<file path="config.mk">
export PLATFORM = sky130hd
export DESIGN_NAME = jt1943_rom_arb_flat
export DESIGN_NICKNAME = d
export VERILOG_FILES = /design/src/rtl/jt1943_rom_arb_if.sv /design/src/rtl/jt1943_rom_arb.sv /design/src/flat_wrapper.sv
export SDC_FILE = /design/constraint.sdc
export NUM_CORES = 1
export LEC_CHECK = 0
export CORE_MARGIN = 5
export CORE_UTILIZATION = 35
export DETAILED_ROUTE_END_ITERATION = 16
export HOLD_SLACK_MARGIN = 0.15
export PLACE_DENSITY = 0.8
export SETUP_SLACK_MARGIN = 0.15
export SLEW_MARGIN = 10
export SYNTH_ARGS = -nofsm -noshare
export SYNTH_HDL_FRONTEND = slang
export SYNTH_SLANG_ARGS = --single-unit
</file>
<file path="constraint.sdc">
create_clock -name clk -period 2.16 [get_ports clk]
set_input_delay 0.216 -clock clk [delete_from_list [all_inputs] [get_ports clk]]
set_output_delay 0.216 -clock clk [all_outputs]
set_load 0.02 [all_outputs]
</file>
<file path="src/rtl/jt1943_rom_arb_if.sv">
// jt1943_rom_arb_if: cache-side slot bus plus SDRAM read port shared by the ROM arbiter
interface jt1943_rom_arb_if #(parameter int AW = 22);
    logic            cen;
    logic [3:0]      slot_req;
    logic [4*AW-1:0] slot_addr;
    logic [3:0]      slot_we;
    logic [31:0]     slot_dout;
    logic            sdram_req;
    logic [AW-2:0]   sdram_addr;
    logic            sdram_ack;
    logic            data_rdy;
    logic [31:0]     data_read;
    logic            timeout;
    modport master (
        input  cen, slot_req, slot_addr, sdram_ack, data_rdy, data_read,
        output slot_we, slot_dout, sdram_req, sdram_addr, timeout
    );
    modport slave (
        output cen, slot_req, slot_addr, sdram_ack, data_rdy, data_read,
        input  slot_we, slot_dout, sdram_req, sdram_addr, timeout
    );
endinterface

</file>
<file path="src/rtl/jt1943_rom_arb.sv">
// jt1943_rom_arb: four-slot round-robin SDRAM read arbiter; JT1943_ROMARB_TIMEOUT_EN adds a WAIT/DATA watchdog
module jt1943_rom_arb #(
    parameter int AW   = 22,
    parameter int TOUT = 255
) (
    input logic clk,
    input logic rst,
    jt1943_rom_arb_if.master bus
);
    typedef enum logic [1:0] {IDLE, WAIT, DATA, DLVR} state_t;

    state_t        state_q, state_d;
    logic [1:0]    rr_q, rr_d;
    logic [1:0]    win_q, win_d;
    logic          req_q, req_d;
    logic [AW-2:0] addr_q, addr_d;
    logic [3:0]    we_q, we_d;
    logic [31:0]   dout_q, dout_d;
    logic [1:0]    pick;
    logic          abort;

    assign bus.sdram_req  = req_q;
    assign bus.sdram_addr = addr_q;
    assign bus.slot_we    = we_q;
    assign bus.slot_dout  = dout_q;

`ifdef JT1943_ROMARB_TIMEOUT_EN
    localparam int CW = TOUT > 255 ? $clog2(TOUT + 1) : 8;
    logic [CW-1:0] cnt_q, cnt_d;
    logic          timeout_q;
    // Progress on the aborting edge wins over the watchdog
    assign abort = ((state_q == WAIT && !bus.sdram_ack) || (state_q == DATA && !bus.data_rdy))
                   && cnt_q == CW'(TOUT - 1);
    assign bus.timeout = timeout_q;
    // Held at zero in IDLE so every entry to WAIT starts a fresh count
    always_comb cnt_d = state_q == IDLE ? '0 : cnt_q + 1'b1;
    // Watchdog counter and one-cycle abort pulse
    always_ff @(posedge clk or posedge rst) begin
        if (rst) begin
            cnt_q     <= '0;
            timeout_q <= 1'b0;
        end else begin
            cnt_q     <= cnt_d;
            timeout_q <= abort;
        end
    end
`else
    assign abort       = 1'b0;
    assign bus.timeout = 1'b0;
`endif

    // State and output registers
    always_ff @(posedge clk or posedge rst) begin
        if (rst) begin
            state_q <= IDLE;
            rr_q    <= '0;
            win_q   <= '0;
            req_q   <= 1'b0;
            addr_q  <= '0;
            we_q    <= '0;
            dout_q  <= '0;
        end else begin
            state_q <= state_d;
            rr_q    <= rr_d;
            win_q   <= win_d;
            req_q   <= req_d;
            addr_q  <= addr_d;
            we_q    <= we_d;
            dout_q  <= dout_d;
        end
    end

    // Round-robin pick and transaction sequencing
    always_comb begin
        state_d = state_q;
        rr_d    = rr_q;
        win_d   = win_q;
        req_d   = req_q;
        addr_d  = addr_q;
        we_d    = we_q;
        dout_d  = dout_q;
        pick    = rr_q;
        for (int i = 3; i >= 0; i--)
            if (bus.slot_req[rr_q + 2'(i)]) pick = rr_q + 2'(i);
        case (state_q)
            IDLE: if (|bus.slot_req) begin
                win_d   = pick;
                rr_d    = pick + 2'd1;
                addr_d  = bus.slot_addr[32'(pick) * AW + 1 +: AW - 1];
                req_d   = 1'b1;
                state_d = WAIT;
            end
            WAIT: if (bus.sdram_ack) begin
                req_d   = 1'b0;
                state_d = DATA;
                if (bus.data_rdy) begin
                    dout_d  = bus.data_read;
                    we_d    = 4'd1 << win_q;
                    state_d = DLVR;
                end
            end
            DATA: if (bus.data_rdy) begin
                dout_d  = bus.data_read;
                we_d    = 4'd1 << win_q;
                state_d = DLVR;
            end
            DLVR: if (bus.cen) begin
                we_d    = '0;
                state_d = IDLE;
            end
            default: state_d = IDLE;
        endcase
        if (abort) begin
            req_d   = 1'b0;
            state_d = IDLE;
        end
    end
endmodule

</file>
<file path="src/flat_wrapper.sv">
// flat-port wrapper written by rule: the top's interface ports become plain ports
module jt1943_rom_arb_flat 
#(
    parameter int AW   = 22,
    parameter int TOUT = 255
)
  (clk, rst, bus_cen, bus_slot_req, bus_slot_addr, bus_sdram_ack, bus_data_rdy, bus_data_read, bus_slot_we, bus_slot_dout, bus_sdram_req, bus_sdram_addr, bus_timeout);
  jt1943_rom_arb_if #(.AW(AW)) bus_i ();
  input logic clk;
  input logic rst;
  input wire logic [$bits(bus_i.cen)-1:0] bus_cen;
  input wire logic [$bits(bus_i.slot_req)-1:0] bus_slot_req;
  input wire logic [$bits(bus_i.slot_addr)-1:0] bus_slot_addr;
  input wire logic [$bits(bus_i.sdram_ack)-1:0] bus_sdram_ack;
  input wire logic [$bits(bus_i.data_rdy)-1:0] bus_data_rdy;
  input wire logic [$bits(bus_i.data_read)-1:0] bus_data_read;
  output wire logic [$bits(bus_i.slot_we)-1:0] bus_slot_we;
  output wire logic [$bits(bus_i.slot_dout)-1:0] bus_slot_dout;
  output wire logic [$bits(bus_i.sdram_req)-1:0] bus_sdram_req;
  output wire logic [$bits(bus_i.sdram_addr)-1:0] bus_sdram_addr;
  output wire logic [$bits(bus_i.timeout)-1:0] bus_timeout;
  assign bus_i.cen = bus_cen;
  assign bus_i.slot_req = bus_slot_req;
  assign bus_i.slot_addr = bus_slot_addr;
  assign bus_i.sdram_ack = bus_sdram_ack;
  assign bus_i.data_rdy = bus_data_rdy;
  assign bus_i.data_read = bus_data_read;
  assign bus_slot_we = bus_i.slot_we;
  assign bus_slot_dout = bus_i.slot_dout;
  assign bus_sdram_req = bus_i.sdram_req;
  assign bus_sdram_addr = bus_i.sdram_addr;
  assign bus_timeout = bus_i.timeout;
  jt1943_rom_arb #(.AW(AW), .TOUT(TOUT)) u_core (.clk(clk), .rst(rst), .bus(bus_i));
endmodule
</file>
==> results of run 1 <==
metal layers:
metal  wire length, um  GRT usage (%)  share of wire, %
met1              4560           24.2                39
met3               890           5.30               7.6
met5                 0              0                 0
met2              5880           34.4                50
met4               365           9.13               3.1
repair_timing:
item,CTS,global route
resized for setup,5,6
hold endpoints to repair,0,0
setup buffers,2,0
gates cloned,2,0
setup endpoints to repair,21,22
pin swaps,2,1
power groups by stage:
stage	sequential, mW	combinational (mW)	clock, mW
2_1_floorplan	2.78	1.70	0
3_3_place_gp	2.15	4.13	0
3_5_place_dp	2.17	4.27	0
4_1_cts	2.16	4.39	1.09
5_1_grt	2.24	4.67	1.14
6_report	2.15	4.38	1.06
worst max-delay path: cells and delay by family (launching register included):
kind             cells  cell delay, ns
flip-flops           1            0.41
AO/OA/AOI/OAI        1            0.31
AND/OR/NAND/NOR      3            0.97
multiplexers         1            0.33
cell usage in the layout, fill, tap and decap left out, types with 2 or more instances in the layout:
master / netlist / layout
mux2_4: 0 / 5
mux2_1: 18 / 13
nand2_1: 9 / 9
nand3_1: 22 / 22
dfrtp_1: 64 / 64
ha_1: 5 / 4
clkdlybuf4s50_1: 0 / 182
nor3_1: 3 / 3
a221o_1: 20 / 20
clkbuf_8: 0 / 10
nor2_1: 4 / 4
o21a_1: 2 / 2
a211oi_1: 3 / 3
nor2b_1: 6 / 6
nand2b_1: 4 / 4
nand2_8: 0 / 2
nor3b_1: 2 / 2
buf_4: 2 / 26
mux2_2: 36 / 36
a21oi_1: 20 / 20
inv_1: 7 / 6
clkinvlp_4: 0 / 4
o21ai_0: 29 / 28
mux2i_1: 3 / 3
buf_12: 0 / 3
final cells by class:
class / instances / area [sq um] / area share (%)
Timing Repair Buffer: 211 / 2080 / 36.3
Multi-Input combinational cell: 205 / 1670 / 29.2
Sequential cell: 64 / 1600 / 28.0
Tap cell: 111 / 139 / 2.43
Clock buffer: 10 / 138 / 2.41
Clock inverter: 6 / 68.8 / 1.20
Inverter: 7 / 26.3 / 0.459
registers in the layout, summed over array words and instances (netlist names):
| register | cells |
|---|---|
| u_core.bus.sdram_addr | 21 |
| u_core.rr_q | 2 |
| u_core.bus.sdram_req | 1 |
| u_core.win_q | 2 |
| u_core.bus.slot_we | 4 |
| u_core.state_q | 2 |
| u_core.bus.slot_dout | 32 |
kinds of logic after synthesis:
kind of cell	share of synthesized area (%)
muxes	19.3
adders and majority gates	1.90
xor gates and xnor gates	0.265
DFF	48.5
other	0.114
AOI/OAI and AO/OA	16.3
and+or+nand+nor	9.44
buffers and inverters	4.17
path summary, 6_finish.rpt:
kind | startpoint | endpoint | cells past startpoint
worst max-delay path | u_core.rr_q[1] | u_core.bus.sdram_addr[13] | 5
worst min-delay path | rst | u_core.bus.sdram_addr[16] | 3
worst max register to register | u_core.rr_q[1] | u_core.bus.sdram_addr[13] | 5
worst min register to register | u_core.bus.slot_dout[7] | u_core.bus.slot_dout[7] | 1
max in group asynchronous | rst | u_core.bus.sdram_addr[8] | 3
min in group clk | bus_data_read[18] | u_core.bus.slot_dout[18] | 2
==> impl_metrics.py, run 1 <==
metrics = {
    "sta": {
        "setup_tns_ns": 0,
        "fmax_mhz": 466,
        "hold_viol_final": 0,
        "slew_headroom_pct": 51.8,
        "period_share_pct": 99.4,
        "layout_min_cycle_time_ns": 2.15,
        "rsz0062_at_grt": "true",
        "finClkSkew_ns": 0.00836,
        "maxSlewViolCount": 0,
        "worst_pin_slew_ns": 0.723,
        "setup_viol": 0,
        "fin_hold_ws_ns": 0.267,
        "fin_ws_ns": 0.0123,
    },
    "cells_and_area": {
        "syn_to_final_growth_pct": 73.3,
        "fin_cells": 614,
        "drive_gt1_share_pct": 19.1,
        "final_util_pct": 62.2,
        "antenna_cells": 0,
        "final_nets": 632,
        "fin_area_sq_um": 5720,
        "fillers": 750,
    },
    "global_route": {
        "grt.total_usage_pct": 20.3,
        "antenna_found_initial": 0,
        "grt_pass1_wl_um": 18300,
        "grt_overflow_total": 0,
        "grt_max_degree": 65,
        "grt_pass1_vias": 3462,
    },
    "placed_design": {
        "place_congestion": 0.834,
        "dp.cells": 594,
        "post-dp-hpwl_um": 8590,
        "dp_slack_ns": -0.391,
        "io_buffers": 182,
        "dpl-instance-area_sq_um": 5420,
    },
    "synth": {
        "syn_nets": 430,
        "synth_area_leaders": "dfrtp_1, mux2_2, mux2_1",
        "synth_flop_cell": "dfrtp_1",
        "ys_types": 39,
        "yosysMostFrequentCell": "dfrtp_1",
        "synth_edf_count": 0,
        "synth_area_per_cell_sq_um": 11.2,
        "synthCells": 296,
        "synth_top_area_share_pct": 48.5,
        "yosysSeqAreaShare_pct": 48.5,
        "synth_top_cell_by_area": "dfrtp_1",
        "synth_commonest_cells": "dfrtp_1, mux2_2, o21ai_0, nand3_1",
        "yosys_warnings": 0,
        "ys_ff_latch": 64,
        "synth_async_sr_flop_share_pct": 100,
        "netlist_area_sq_um": 3300,
    },
    "worst_setup_path": {
        "cp-end-kind": "flip-flop",
        "crit_chain": "and3b_1, or4_4, nand2_4, mux2_1, a221o_1",
        "required_ns": 2.38,
        "critPathMaxStageDelay_ns": 0.60,
        "start_kind": "flip-flop",
        "critPathSlowestCell": "or4_4",
        "arrival_ns": 2.36,
        "worstSetupPathType": "reg -> reg",
        "cp_max_fo": 5,
        "r2r_slack_ns": 0.01,
    },
    "flow_run": {
        "max-cap-violations": 0,
    },
    "power": {
        "p_per_area_nw_per_um2": 1330,
        "ir_drop_mv": 0.734,
        "p_leak_nw": 2.35,
        "p_int_mw": 4.64,
        "seq_power_share_pct": 28.4,
        "p_sw_mw": 2.96,
        "power_frac_comb_pct": 57.7,
        "switching_share_pct": 39.0,
        "total_power_mw": 7.59,
        "power_frac_clock_pct": 13.9,
    },
    "clock_tree": {
        "cts_tree": "yes",
        "root_buffer": "clkbuf_8",
        "cts_htree_levels": 3,
        "clkLatencyLatePin_ns": 0.34,
        "clkSlewWorstSetupHoldPaths_ns": 0.08,
        "cts_made_buffers": 9,
        "cts_buffer_depth": 2,
        "clkSinkCount": 64,
        "hold_buffers": 0,
    },
    "die": {
        "die-width_um": 107,
        "die_y_um": 107,
        "design.core.area_sq_um": 9200,
        "fp-row-count": 35,
        "die-area_sq_um": 11500,
        "initial_core_util_pct": 35.9,
        "ioPinCount": 188,
    },
    "drt": {
        "drc": 0,
        "viasPerCell": 5.31,
        "drtIter0Drc": 184,
        "routed_wl_um": 11700,
        "wire_per_inst_um": 19.0,
        "first_pass_iters": 4,
        "vias": 3261,
        "drt.antenna.violating_nets": 0,
    },
    "run_status": {
        "status": "finished clean",
    },
    "hold_path": {
        "hp-class": "in -> async",
    },
}
Power figures use the tool's default switching activity.
==> run 2: changes to the inputs <==
--- a/config.mk
+++ b/config.mk
@@ -8,7 +8,9 @@
 export CORE_MARGIN = 5
 export CORE_UTILIZATION = 35
 export DETAILED_ROUTE_END_ITERATION = 16
+export GPL_TIMING_DRIVEN = 0
 export HOLD_SLACK_MARGIN = 0.15
+export MAX_ROUTING_LAYER = met4
 export PLACE_DENSITY = 0.8
 export SETUP_SLACK_MARGIN = 0.15
 export SLEW_MARGIN = 10
==> impl_metrics.py, run 2 (synthesis results as in run 1) <==
metrics = {
    "power": {
        "ir_drop_mv": 0.460,
        "p_leak_nw": 2.37,
        "p_per_area_nw_per_um2": 1330,
    },
    "global_route": {
        "grt_pass1_vias": 3400,
        "grt_overflow_total": 0,
        "grt_pass1_wl_um": 17100,
        "gr-usage-met1_pct": 22.5,
        "grt.busiest_layer": "met2",
        "grt_use_met3_pct": 3.85,
        "grt_util_met2_pct": 34.1,
        "grt_max_degree": 65,
        "grt.total_usage_pct": 19.5,
        "antenna_found_initial": 0,
    },
    "worst_setup_path": {
        "arrival_ns": 2.48,
        "start_kind": "flip-flop",
        "worstSetupPathType": "reg -> reg",
        "cp_max_fo": 5,
        "cp-end-kind": "flip-flop",
        "required_ns": 2.39,
    },
    "die": {
        "initial_core_util_pct": 35.9,
        "die_y_um": 107,
        "die-width_um": 107,
        "die-area_sq_um": 11500,
        "design.core.area_sq_um": 9200,
        "ioPinCount": 188,
        "fp-row-count": 35,
    },
    "sta": {
        "rsz0062_at_grt": "true",
        "finClkSkew_ns": 0.0135,
        "layout_min_cycle_time_ns": 2.25,
        "maxSlewViolCount": 0,
        "slew_headroom_pct": 46.2,
        "worst_pin_slew_ns": 0.807,
        "setup_viol": 19,
        "period_share_pct": 104,
        "hold_viol_final": 0,
        "fmax_mhz": 444,
        "fin_ws_ns": -0.0898,
    },
    "placed_design": {
        "dp.cells": 589,
        "dp_slack_ns": -0.549,
        "post-dp-hpwl_um": 8700,
        "dpl-instance-area_sq_um": 5280,
        "place_congestion": 0.832,
        "io_buffers": 182,
    },
    "drt": {
        "routed_wl_um": 11700,
        "first_pass_iters": 4,
        "drc": 0,
        "vias": 3221,
        "viasPerCell": 5.25,
        "drtIter0Drc": 164,
        "drt.antenna.violating_nets": 0,
        "wire_per_inst_um": 19.0,
    },
    "cells_and_area": {
        "final_nets": 631,
        "fin_cells": 613,
        "syn_to_final_growth_pct": 71.9,
        "drive_gt1_share_pct": 20.1,
        "final_cell_mix": "clkdlybuf4s50_1, dfrtp_1, mux2_2",
        "largest_reg_flops": 32,
        "final_common_cell": "clkdlybuf4s50_1",
        "fin_area_sq_um": 5680,
        "antenna_cells": 0,
    },
    "clock_tree": {
        "cts_made_buffers": 9,
        "clkLatencyLatePin_ns": 0.34,
        "cts_tree": "yes",
        "clkSlewWorstSetupHoldPaths_ns": 0.08,
        "clkSinkCount": 64,
        "cts_htree_levels": 3,
        "cts_buffer_depth": 2,
        "root_buffer": "clkbuf_8",
    },
    "hold_path": {
        "hp-class": "in -> async",
    },
    "run_status": {
        "status": "finished, violations left",
        "violations": "negative setup slack",
    },
    "flow_run": {
        "max-cap-violations": 0,
    },
}
-- run 2: area by class of cell --
| cell class | count | area (sq um) |
|---|---|---|
| Clock buffer | 10 | 128 |
| Inverter | 7 | 28.8 |
| Clock inverter | 6 | 36.3 |
| Multi-Input combinational cell | 203 | 1680 |
| Sequential cell | 64 | 1600 |
| Buffer | 22 | 145 |
| Tap cell | 111 | 139 |
| Timing Repair Buffer | 190 | 1920 |
| Fill cell | 760 | 3520 |
-- run 2: through the flow --
step                util [%]  total power, mW  setup TNS, ns  hold slack, ns
detailed placement      57.4             6.34         -11.97           0.494
CTS                     60.5             7.42         -0.598           0.424
floorplan                  -             4.48              0           0.366
global route            61.7             7.96          -1.95           0.466
global placement        57.4             6.19         -63.06           0.485
finish                  61.7             7.54         -0.972           0.391
-- run 2: per-layer routing --
metal  part of all wire, %  vias to the layer above  wire length [um]
met3                   6.9                       21               800
met1                    39                     1548              4520
met2                    53                      148              6130
met4                   1.9                        0               216
li1                      -                     1504                 -
met5                     0                        -                 0
-- run 2: critical path, stage by stage (launching register included) --
cell       delay [ns]
dfrtp_1          0.38
buf_6            0.12
and3b_2          0.19
or4_4            0.52
nand2_8          0.13
clkbuf_16        0.16
mux2_4           0.31
a221o_1          0.32
-- run 2: worst paths after layout --
kind	startpoint	end	slack, ns	cells past startpoint
hold reg to reg	u_core.bus.slot_dout[31]	u_core.bus.slot_dout[31]	0.51	1
setup reg to reg	u_core.rr_q[1]	u_core.bus.sdram_addr[11]	-0.09	7
min in group clk	bus_data_read[21]	u_core.bus.slot_dout[21]	0.49	2
max in group asynchronous	rst	u_core.rr_q[0]	1.23	2
setup / recovery	u_core.rr_q[1]	u_core.bus.sdram_addr[11]	-0.09	7
hold / removal	rst	u_core.bus.slot_dout[21]	0.39	2
-- run 2: timing repair --
action	in CTS	in global routing
buffers inserted	4	2
endpoints found under the setup margin	56	57
pin swaps	3	5
cloned	0	2
resized for setup	26	16
hold buffers	0	0
-- run 2: power breakdown --
part | switching (mW) | internal (mW) | leakage (nW) | total [mW]
Combinational | 2.14 | 2.36 | 1.51 | 4.50
Clock | 0.473 | 0.410 | 0.0858 | 0.883
Sequential | 0.349 | 1.81 | 0.776 | 2.15
==> run 3: changes to the inputs <==
--- a/config.mk
+++ b/config.mk
@@ -6,12 +6,12 @@
 export NUM_CORES = 1
 export LEC_CHECK = 0
 export CORE_MARGIN = 5
-export CORE_UTILIZATION = 35
+export CORE_UTILIZATION = 39
 export DETAILED_ROUTE_END_ITERATION = 16
 export GPL_TIMING_DRIVEN = 0
 export HOLD_SLACK_MARGIN = 0.15
 export MAX_ROUTING_LAYER = met4
-export PLACE_DENSITY = 0.8
+export PLACE_DENSITY = 0.85
 export SETUP_SLACK_MARGIN = 0.15
 export SLEW_MARGIN = 10
 export SYNTH_ARGS = -nofsm -noshare
==> constraint.sdc (replaced) <==
create_clock -name clk -period 2.1 [get_ports clk]
set_input_delay 0.21 -clock clk [delete_from_list [all_inputs] [get_ports clk]]
set_output_delay 0.21 -clock clk [all_outputs]
set_load 0.02 [all_outputs]
==> impl_metrics.py, run 3 (synthesis results as in run 1) <==
metrics = {
    "run_status": {
        "status": "finished, violations left",
        "violations": "negative setup slack",
    },
    "sta": {
        "slew_headroom_pct": 47.6,
        "period_share_pct": 107,
        "hold_viol_final": 0,
        "finClkSkew_ns": 0.00721,
        "worst_pin_slew_ns": 0.785,
        "layout_min_cycle_time_ns": 2.24,
        "maxSlewViolCount": 0,
        "fin_ws_ns": -0.137,
        "fin_hold_ws_ns": 0.391,
        "fmax_mhz": 447,
        "setup_viol": 21,
        "setup_tns_ns": -2.28,
        "rsz0062_at_grt": "true",
    },
    "cells_and_area": {
        "syn_to_final_growth_pct": 75.0,
        "multi_input_area_sq_um": 1690,
        "drive_gt1_share_pct": 20.6,
        "antenna_cells": 0,
        "fin_area_sq_um": 5780,
        "final_util_pct": 70.3,
        "final_cell_mix": "clkdlybuf4s50_1, dfrtp_1, mux2_2",
        "final_common_cell": "clkdlybuf4s50_1",
        "fillers": 590,
        "layout.area.seq_sq_um": 1600,
        "final_nets": 634,
        "largest_reg_flops": 32,
    },
    "clock_tree": {
        "root_buffer": "clkbuf_8",
        "clkSlewWorstSetupHoldPaths_ns": 0.07,
        "clkLatencyLatePin_ns": 0.33,
        "cts_htree_levels": 3,
        "cts_made_buffers": 9,
        "hold_buffers": 0,
        "clkSinkCount": 64,
        "cts_tree": "yes",
        "cts_buffer_depth": 2,
    },
    "power": {
        "p_per_area_nw_per_um2": 1400,
        "switching_share_pct": 37.2,
        "ir_drop_mv": 0.559,
        "power_frac_comb_pct": 58.0,
        "p_leak_nw": 2.42,
        "p_int_mw": 5.08,
        "p_sw_mw": 3.01,
        "seq_power_share_pct": 27.4,
        "power_frac_clock_pct": 14.6,
    },
    "placed_design": {
        "io_buffers": 182,
        "place_congestion": 0.847,
        "post-dp-hpwl_um": 8420,
        "dp_slack_ns": -0.575,
        "dpl-instance-area_sq_um": 5280,
    },
    "global_route": {
        "grt.total_usage_pct": 21.9,
        "grt_pass1_wl_um": 17200,
        "grt_pass1_vias": 3384,
        "antenna_found_initial": 0,
        "grt_overflow_total": 0,
        "grt_max_degree": 65,
    },
    "drt": {
        "routed_wl_um": 11400,
        "drtIter0Drc": 141,
        "wire_per_inst_um": 18.7,
        "first_pass_iters": 5,
        "vias": 3234,
        "viasPerCell": 5.31,
        "drt.antenna.violating_nets": 0,
        "drc": 0,
    },
    "worst_setup_path": {
        "arrival_ns": 2.45,
        "worstSetupPathType": "in -> reg",
        "cp_max_fo": 6,
        "required_ns": 2.31,
        "start_kind": "input pin",
        "cp-end-kind": "flip-flop",
    },
    "hold_path": {
        "hp-class": "in -> async",
    },
    "die": {
        "die-width_um": 102,
        "initial_core_util_pct": 40.2,
        "die_y_um": 102,
        "die-area_sq_um": 10400,
        "fp-row-count": 33,
        "design.core.area_sq_um": 8220,
        "ioPinCount": 188,
    },
    "flow_run": {
        "max-cap-violations": 0,
    },
}
run 3: cell types whose count changed in the layout (fill, tap and decap cells not counted), sizes merged:
cell,change
clkinvlp,-1
bufinv,+2
clkinv,-4
clkbuf,+1
buf,+4
run 3: what timing repair did:
item | in CTS | in global routing
gates resized for setup | 25 | 27
buffers inserted | 7 | 2
setup endpoints to repair | 56 | 58
pin swaps | 4 | 20
gates cloned | 1 | 1
run 3: through the flow:
step	cells	power (mW)
after floorplan	296	4.61
after global placement	583	6.34
after detailed placement	583	6.48
after CTS	606	7.95
after global routing	609	8.56
final	609	8.09
run 3: power groups by stage:
stage | sequential, mW | clock (mW) | combinational (mW)
floorplan | 2.86 | 0 | 1.75
global placement | 2.20 | 0 | 4.14
detailed placement | 2.23 | 0 | 4.25
CTS | 2.22 | 1.21 | 4.52
global route | 2.29 | 1.26 | 5.01
finish | 2.22 | 1.18 | 4.69
run 3: critical path, cell delays in order:
cell and delay [ns]:
clkdlybuf4s50_1 0.52, and3b_1 0.25, or4_4 0.56, nand2_8 0.14
buf_6 0.12, buf_6 0.08, mux2_4 0.28, a221o_1 0.29
run 3: path summary, 6_finish.rpt:
kind                                              to  slack [ns]                     from  cells after the start
min                        u_core.bus.sdram_addr[14]        0.39                      rst                      2
max                         u_core.bus.sdram_addr[7]       -0.14          bus_slot_req[0]                      8
max in group asynchronous   u_core.bus.slot_dout[25]        1.20                      rst                      2
max reg2reg                 u_core.bus.sdram_addr[7]       -0.14           u_core.rr_q[1]                      8
min in group clk             u_core.bus.slot_dout[9]        0.49         bus_data_read[9]                      2
min reg2reg                  u_core.bus.slot_dout[9]        0.51  u_core.bus.slot_dout[9]                      1
run 3: area by class of cell:
type / count / share of cell area [%]
plain buffers: 22 / 2.53
clock buffers: 12 / 2.69
clock inverters: 3 / 1.13
inverters: 7 / 0.498
multi-input cells: 203 / 29.2
flip-flops and latches: 64 / 27.7
well taps: 105 / 2.27
repair buffers: 193 / 33.9
run 3: layer usage:
layer	wire, um	GRT usage (%)
met5	0	-
met4	136	5.15
met2	5590	35.5
met3	1070	4.16
met1	4560	28.4
